### src/rtl/pipelined_barrel_shifter.sv
// rtl/pipelined_barrel_shifter.sv - pipelined ROR/ROL/LSR/ASR barrel shifter, one stage per amount bit, valid/ready on both sides
// Define BSHIFT_CARRY_EN to add the registered O_CARRY output.
module pipelined_barrel_shifter #(
  parameter int WIDTH = 8,
  localparam int SW = $clog2(WIDTH)
) (
  input  logic             CLK,
  input  logic             RESET,
  input  logic [WIDTH-1:0] I,
  input  logic [SW-1:0]    S,
  input  logic [1:0]       MODE,
  input  logic             I_VALID,
  output logic             I_READY,
  output logic [WIDTH-1:0] O,
  output logic             O_VALID,
  input  logic             O_READY
`ifdef BSHIFT_CARRY_EN
  ,
  output logic             O_CARRY
`endif
);

  localparam logic [1:0] MODE_ROR = 2'b00;
  localparam logic [1:0] MODE_ROL = 2'b01;
  localparam logic [1:0] MODE_LSR = 2'b10;

  logic [SW-1:0]            valid_q, valid_d;
  logic [SW-1:0][WIDTH-1:0] data_q, data_d;
  logic [SW-1:0][SW-1:0]    amt_q, amt_d;
  logic [SW-1:0][1:0]       mode_q, mode_d;
  logic [SW:0]              ready;

  logic [SW-1:0]            up_valid;
  logic [SW-1:0][WIDTH-1:0] up_data;
  logic [SW-1:0][SW-1:0]    up_amt;
  logic [SW-1:0][1:0]       up_mode;

`ifdef BSHIFT_CARRY_EN
  logic [SW-1:0] carry_q, carry_d, up_carry;
`endif

  // ASR uses the current word's MSB; every earlier ASR stage preserved the original MSB.
  function automatic logic [WIDTH-1:0] shift_step(input logic [WIDTH-1:0] d,
                                                  input logic [1:0] m, input int sh);
    case (m)
      MODE_ROR: shift_step = (d >> sh) | (d << (WIDTH - sh));
      MODE_ROL: shift_step = (d << sh) | (d >> (WIDTH - sh));
      MODE_LSR: shift_step = d >> sh;
      default:  shift_step = $signed(d) >>> sh;
    endcase
  endfunction

`ifdef BSHIFT_CARRY_EN
  // Bit that lands in O[WIDTH-1] (ROR) or leaves last (LSR/ASR) is d[sh-1]; for ROL it is d[WIDTH-sh] -> O[0].
  function automatic logic carry_step(input logic [WIDTH-1:0] d,
                                      input logic [1:0] m, input int sh);
    logic [WIDTH-1:0] t;
    if (m == MODE_ROL) t = d >> (WIDTH - sh);
    else               t = d >> (sh - 1);
    return t[0];
  endfunction
`endif

  always_comb begin
    ready     = '0;
    ready[SW] = O_READY;
    for (int k = SW - 1; k >= 0; k--) begin
      ready[k] = !valid_q[k] || ready[k+1];
    end
  end

  assign I_READY = ready[0];

  always_comb begin
    up_valid    = '0;
    up_data     = '0;
    up_amt      = '0;
    up_mode     = '0;
    up_valid[0] = I_VALID;
    up_data[0]  = I;
    up_amt[0]   = S;
    up_mode[0]  = MODE;
    for (int k = 1; k < SW; k++) begin
      up_valid[k] = valid_q[k-1];
      up_data[k]  = data_q[k-1];
      up_amt[k]   = amt_q[k-1];
      up_mode[k]  = mode_q[k-1];
    end
  end

`ifdef BSHIFT_CARRY_EN
  always_comb begin
    up_carry = '0;
    for (int k = 1; k < SW; k++) begin
      up_carry[k] = carry_q[k-1];
    end
  end
`endif

  // Payload only moves with a valid beat, so a stalled or drained stage keeps its last word.
  always_comb begin
    valid_d = valid_q;
    data_d  = data_q;
    amt_d   = amt_q;
    mode_d  = mode_q;
`ifdef BSHIFT_CARRY_EN
    carry_d = carry_q;
`endif
    for (int k = 0; k < SW; k++) begin
      if (ready[k]) begin
        valid_d[k] = up_valid[k];
        if (up_valid[k]) begin
          amt_d[k]  = up_amt[k];
          mode_d[k] = up_mode[k];
          if (up_amt[k][k]) begin
            data_d[k]  = shift_step(up_data[k], up_mode[k], 1 << k);
`ifdef BSHIFT_CARRY_EN
            carry_d[k] = carry_step(up_data[k], up_mode[k], 1 << k);
`endif
          end else begin
            data_d[k]  = up_data[k];
`ifdef BSHIFT_CARRY_EN
            carry_d[k] = up_carry[k];
`endif
          end
        end
      end
    end
  end

  always_ff @(posedge CLK) begin
    if (RESET) begin
      valid_q <= '0;
      data_q  <= '0;
      amt_q   <= '0;
      mode_q  <= '0;
`ifdef BSHIFT_CARRY_EN
      carry_q <= '0;
`endif
    end else begin
      valid_q <= valid_d;
      data_q  <= data_d;
      amt_q   <= amt_d;
      mode_q  <= mode_d;
`ifdef BSHIFT_CARRY_EN
      carry_q <= carry_d;
`endif
    end
  end

  assign O       = data_q[SW-1];
  assign O_VALID = valid_q[SW-1];
`ifdef BSHIFT_CARRY_EN
  assign O_CARRY = carry_q[SW-1];
`endif

  // The last stage's amount and mode have no consumer downstream.
  logic unused_tail;
  assign unused_tail = ^{amt_q[SW-1], mode_q[SW-1]};

endmodule

### config.mk
export PLATFORM = sky130hd
export DESIGN_NAME = pipelined_barrel_shifter
export DESIGN_NICKNAME = d
export VERILOG_FILES = /design/src/rtl/pipelined_barrel_shifter.sv
export SDC_FILE = /design/constraint.sdc
export NUM_CORES = 1
export LEC_CHECK = 0
export ABC_CLOCK_PERIOD_IN_PS = 1200
export CAP_MARGIN = 20
export CORE_AREA = 2 2 64 66
export CTS_CLUSTER_DIAMETER = 80
export DETAILED_ROUTE_END_ITERATION = 12
export DIE_AREA = 0 0 66 68
export PLACE_DENSITY = 0.73
export RECOVER_POWER = 25
export SLEW_MARGIN = 0
export SYNTH_ARGS = -nofsm -noshare
export SYNTH_HDL_FRONTEND = slang
export SYNTH_SLANG_ARGS = --single-unit
### constraint.sdc
create_clock -name CLK -period 1.2 [get_ports CLK]
set_input_delay 0.36 -clock CLK [delete_from_list [all_inputs] [get_ports CLK]]
set_output_delay 0.36 -clock CLK [all_outputs]
set_load 0.02 [all_outputs]
==> impl_results.md, run 1 <==
- Status: finished, violations left
- Failing checks: negative setup slack
- Max-Cap Viols: 0
- Worst path required time: 1.43 ns
- DRC Markers: 0
- Clock latency on the worst-skew pair: 0.29 ns
- Yosys warns: 0
- Number of synthesized register bits: 34
- Setup_tns: -1.164 ns
- Met3 GRT Util: 0.05428
- WL final: 4455 um
- Fraction of layout cells with a size suffix above 1: 0.3405
- Grt peak-use layer: met2
- Die width: 66 um
- Clock Sinks: 34
- Slew headroom: 0.7554
- Mapped Nets: 240
- Port-buffer cells: 26
- Vias in the first global route: 1574
- Mapped Cells: 223
- Distinct cells, synth: 35
- Most frequent cells after synthesis: 47 x nand2_1, 34 x dfxtp_1, 25 x a21oi_1, 25 x nor2_1, 11 x mux2i_1
- Final ANT Viol Nets: 0
- Slew at the pin closest to its max-slew limit: 0.3669 ns
- Overflow after GRT: 0
- Post-synth top flop: dfxtp_1
- Tcrit/Tclk final: 1.135
- Clk root buf: clkbuf_8
- Largest net degree at the start of global routing: 26
- WL/cell: 13.54 um
- Leak: 1.066 nW
- RSZ-0062 raised after global routing: yes
- CP endpoint kind: flip-flop
- Die Footprint: 0.004488 sq mm
- Starting Density: 0.4585
- Syn-to-layout area delta: 44.37%
- Slew Limit Fails: 0
- Most frequent cell after synthesis: nand2_1
- # IOs: 27
- Max Buffers Root-to-Sink: 2
- Final Hold Fails: 0
- Post-synthesis sequential area ratio: 0.3850
- HPWL after detailed placement: 2837 um
- Placer Congestion: 0.7769
- Total number of vias: 1763
- Async SR Flop Fraction: 0
- GR Layer Usage met2: 0.3826
- Synth area leaders: dfxtp_1 38%, nand2_1 10%, a21oi_1 7.1%, mux2i_1 6.2%, nor2_1 5.3%
- Power Density: 1102 mW/mm^2
- Overall routing resource usage: 0.2048
- First-pass GRT wire length: 6955 um
- # nets final: 296
- Clock Skews: 0.004262 ns
- Via/cell ratio: 5.359
- Crit-path max FO: 4
- CTS tree: done
- Core area: 0.003856 sq mm
- Peak supply drop: 0.0005861 V
- Post-synth EDFFs: 0
- Die span in y: 68 um
- Peak Freq: 734.4 MHz
- Row Count: 23
- Post-synth top area share: 0.3850
- Final setup viols: 20
- Met1 usage: 0.2307
- Mean post-synth cell area: 7.928 sq um
- Worst Path Arrival: 1.59 ns
- Leading area contributor after synthesis: dfxtp_1
- Worst-path clk slew: 0.06 ns
- H-tree levels: 2
- CP Class: reg -> reg
- DRT iter0 DRCs: 65
- Hold Path Class: reg -> reg
- Syn Std Cell Area: 0.001768 sq mm
- Number of buffers created by CTS: 5
- Post-layout min period: 1.362 ns
- Worst Setup Start Kind: flip-flop
- ANT cells: 0
- Setup ws final: -0.1617 ns
- First-pass iteration count of the detailed router: 4
- Initial antenna violation count: 0
- Total power: 2.812 mW
[worst max-delay path: stages, from the launching register on]
cell and delay, ns:
dfxtp_4 0.36, buf_6 0.11, nand3b_1 0.18, nand2_2 0.12, a311o_1 0.38, a21oi_2 0.14
[area by class of cell]
class	count	area [sq um]
Inverter	4	15.01
Clock buffer	6	82.58
Multi-Input combinational cell	165	1097
Fill cell	325	1304
Sequential cell	34	689.4
Timing Repair Buffer	69	575.6
Tap cell	50	62.56
Clock inverter	1	30.03
[stage by stage]
stage | cells | area [sq um] | hold WS [ns] | setup slack [ns] | util
final | 329 | 2552 | 0.4465 | -0.1617 | 0.6619
after global routing | 329 | 2552 | 0.4710 | -0.2029 | 0.6619
after CTS | 325 | 2495 | 0.4528 | -0.1152 | 0.6470
after detailed placement | 308 | 2226 | 0.4421 | -0.7486 | 0.5772
after global placement | 308 | 2226 | 0.4404 | -0.7408 | 0.5772
after floorplan | 223 | 1792 | 0.4321 | -0.01755 | -
[registers in the layout (all words and copies together) (netlist names)]
signal	count
mode_q	4
valid_q	3
O	8
amt_q	3
data_q	16
[worst paths after layout]
kind	slack, ns	from	cells past startpoint	endpoint
worst min-delay path	0.45	O[4]	2	O[4]
worst min register to register	0.45	O[4]	2	O[4]
worst max register to register	-0.16	valid_q[2]	5	data_q[13]
worst max-delay path	-0.16	valid_q[2]	5	data_q[13]
[placed cells by master (no fill, tap or decap), types with 2 or more instances in the layout]
master           netlist  final
nand2_1               47     46
buf_4                  8     34
dfxtp_1               34     31
a21oi_1               25     23
nor2_1                25     20
mux2i_1               11     11
clkdlybuf4s50_1        0     10
buf_2                  7      9
buf_6                  3      9
a211o_1                7      7
a311o_1                6      6
clkbuf_8               0      6
nand3_1                5      5
dlygate4sd2_1          0      5
inv_1                  4      4
a211oi_2               0      4
nor2_2                 0      4
a21oi_2                1      3
nand2b_1               6      3
o211ai_1               3      3
and2b_2                1      2
nand2_4                0      2
nand2b_4               0      2
nor3_2                 0      2
a31oi_1                2      2
nand2_2                2      2
dfxtp_4                0      2
[power breakdown]
part | switching [mW] | internal, mW
sequential | 0.0512 | 1.18
clock | 0.404 | 0.664
combinational | 0.248 | 0.263
[cells by family (layout without fill, tap and decap cells)]
logic type | Yosys count | after routing | share of synthesized area
DFF | 34 | 34 | 0.3850
muxes | 12 | 12 | 0.06865
and+or+nand+nor | 96 | 98 | 0.2435
AOI/OAI and AO/OA | 55 | 55 | 0.2130
buffers and inverters | 26 | 80 | 0.08987
[layer usage]
metal	wire [um]	vias up
met1	1850	830
met5	0	-
met4	83	0
li1	-	885
met2	2350	40
met3	170	8
[repair_timing]
action	4_1_cts	5_1_grt
gates resized for setup	79	13
hold buffers	0	0
endpoints found under the setup margin	41	31
pin swaps	27	9
buffers inserted	6	5
cloned	4	1
(Power assumes the default switching activity.)
==> run 2: changes to the inputs <==
- GPL_TIMING_DRIVEN: default -> 0
==> run 2 against run 1 <==
The flow still finishes with violations (negative setup slack); sequential cell count did not move; fmax rose by 7.3%; core utilization fell by 3.9 points; count of clock-buffer cells in the layout fell by 1; first-iteration DRC count fell by 14%; non-clock buffer count fell by 23; clock power barely moved; cell count fell by 7.0%; worst hold slack got worse by 0.0030 ns; global-route usage fell by 0.97 points; largest cell class unchanged.
==> impl_results.md, run 2 (synthesis gave the netlist of run 1 again) <==
- Clk root buf: clkbuf_8
- Peak supply drop: 0.0007806 V (+33%)
- CP Class: reg -> out
- Max-Cap Viols: 0 (unchanged)
- Largest Register: data_q
- HPWL after detailed placement: 2856 um (+0.65%)
- Power Density: 1134 mW/mm^2 (+3.0%)
- Clock latency on the worst-skew pair: 0.29 ns (about the same)
- Overflow after GRT: 0 (unchanged)
- Setup_tns: -0.2922 ns (+0.8717 ns)
- # nets final: 272 (-8.1%)
- Hold Path Class: in -> reg
- Final ANT Viol Nets: 0 (unchanged)
- Failing checks: negative setup slack
- Most frequent cells in the layout: 45 x nand2_1, 24 x dfxtp_1, 23 x nor2_1
- DRT iter0 DRCs: 56 (-14%)
- Pre-CTS setup slack: -0.8104 ns (-0.06188 ns)
- First-pass iteration count of the detailed router: 4 (unchanged)
- Starting Density: 0.4585 (unchanged)
- Worst-path clk slew: 0.08 ns (+0.02 ns)
- Peak Freq: 787.8 MHz (+7.3%)
- Register share of total power: 0.453 (+0.015)
- Via/cell ratio: 5.402 (+0.81%)
- H-tree levels: 2 (unchanged)
- Final core occ: 0.6233 (-0.03861)
- Core area: 0.003856 sq mm (unchanged)
- First-pass GRT wire length: 6568 um (-5.6%)
- Leak: 0.9374 nW (-12%)
- Die Footprint: 0.004488 sq mm (unchanged)
- Clock Skews: 0.007317 ns (+0.003055 ns)
- Placer Congestion: 0.7971 (+2.6%)
- Total power: 2.727 mW (-3.1%)
- Die span in y: 68 um (unchanged)
- Crit path buffers/inverters: 1 (unchanged)
- Final Hold Fails: 0 (unchanged)
- WL final: 4204 um (-5.6%)
- WL/cell: 13.74 um (+1.5%)
- Port-buffer cells: 24 (-7.7%)
- Critical-path top delay cell: dfxtp_4
- Number of buffers created by CTS: 5 (unchanged)
- Comb pwr share: 0.162 (-0.020)
- Die width: 66 um (unchanged)
- CP peak stage delay: 0.37 ns (about the same)
- Post-layout min period: 1.269 ns (-0.09243 ns)
- DRC Markers: 0 (unchanged)
- Overall routing resource usage: 0.1952 (-0.009659)
- Clock Sinks: 34 (unchanged)
- Status: finished, violations left
- Slew at the pin closest to its max-slew limit: 0.4841 ns (+0.1172 ns)
- CTS tree: done
- Switch Pwr: 0.7132 mW (+1.4%)
- Max Buffers Root-to-Sink: 2 (unchanged)
- Row Count: 23 (unchanged)
- Vias in the first global route: 1461 (-7.2%)
- Worst Setup Start Kind: flip-flop
- Initial antenna violation count: 0 (unchanged)
- Largest net degree at the start of global routing: 13 (-50%)
- Delay-heaviest family, CP: flip-flops
- Slew Limit Fails: 0 (unchanged)
- CP Cell Sequence: nand4b_4 -> buf_6
- Worst path required time: 0.84 ns (-0.59 ns)
- Sw Share: 0.2616 (+0.01152)
- ANT cells: 0 (unchanged)
- Most common cell after layout, fill and taps aside: nand2_1
- Int Pwr: 2.013 mW (-4.5%)
- Fraction of layout cells with a size suffix above 1: 0.3008 (-0.03972)
- RSZ-0062 raised after global routing: yes
- Total number of vias: 1653 (-6.2%)
- Syn-to-layout area delta: 35.95%
- Final setup viols: 10 (-50%)
- Hold WS: 0.4434 ns (-0.003040 ns)
- Worst Path Arrival: 0.91 ns (-0.68 ns)
- Slew headroom: 0.6772 (-0.07816)
- Clock network power share: 0.384 (+0.004)
- Tcrit/Tclk final: 1.058 (-0.07702)
- Setup ws final: -0.06930 ns (+0.09243 ns)
- Max FFs per register: 16 (unchanged)
- Crit-path max FO: 3 (-1)
- # IOs: 27 (unchanged)
- CP endpoint kind: output pin
==> run 2: routing by layer <==
layer | global-route usage | part of all wire | up-vias
li1 | - | - | 833
met1 | 0.2239 | 0.41 | 775
met4 | 0.07398 | 0.027 | 0
met3 | 0.04934 | 0.039 | 9
met2 | 0.3510 | 0.52 | 36
met5 | 0 | 0 | -
==> run 2: what timing repair did <==
| action | in CTS | in global routing |
|---|---|---|
| gates cloned | 2 | 1 |
| pin swaps | 12 | 15 |
| hold buffers | 0 | 0 |
| setup endpoints to repair | 41 | 34 |
| gates resized for setup | 98 | 29 |
| setup buffers | 4 | 2 |
==> run 2: through the flow <==
stage | area [sq um] | instances
2_1_floorplan | 1792 | 223
3_3_place_gp | 2095 | 297
3_5_place_dp | 2095 | 297
4_1_cts | 2298 | 304
5_1_grt | 2404 | 306
6_report | 2404 | 306
==> run 2: cell type report <==
cell class              count  area (sq um)
flip-flops and latches     34         705.7
clock buffers               5         68.82
inverters                   4         15.01
repair buffers             32         325.3
plain buffers              14         103.9
clock inverters             3         45.04
well taps                  50         62.56
multi-input cells         164          1077
fillers                   378          1453
==> run 2: final timing paths <==
path,start,endpoint,slack [ns],cells past startpoint
worst max-delay path,valid_q[1],I_READY,-0.07,2
worst min-delay path,MODE[1],mode_q[1],0.44,3
worst max register to register,mode_q[1],data_q[14],-0.06,4
worst min register to register,amt_q[2],amt_q[5],0.46,2
==> run 2: power groups by stage <==
stage / clock network, mW / logic [mW] / registers [mW]
2_1_floorplan: 0 / 0.254 / 1.25
3_3_place_gp: 0 / 0.376 / 1.26
3_5_place_dp: 0 / 0.381 / 1.26
4_1_cts: 1.06 / 0.406 / 1.23
5_1_grt: 1.11 / 0.485 / 1.24
6_report: 1.05 / 0.442 / 1.24
==> run 2: worst reg2reg max path, cell delays in order, from the launching register on <==
cell and delay [ns]:
dfxtp_4 0.37, mux2_4 0.30, a22oi_2 0.18, a2111oi_4 0.11, a31o_1 0.21
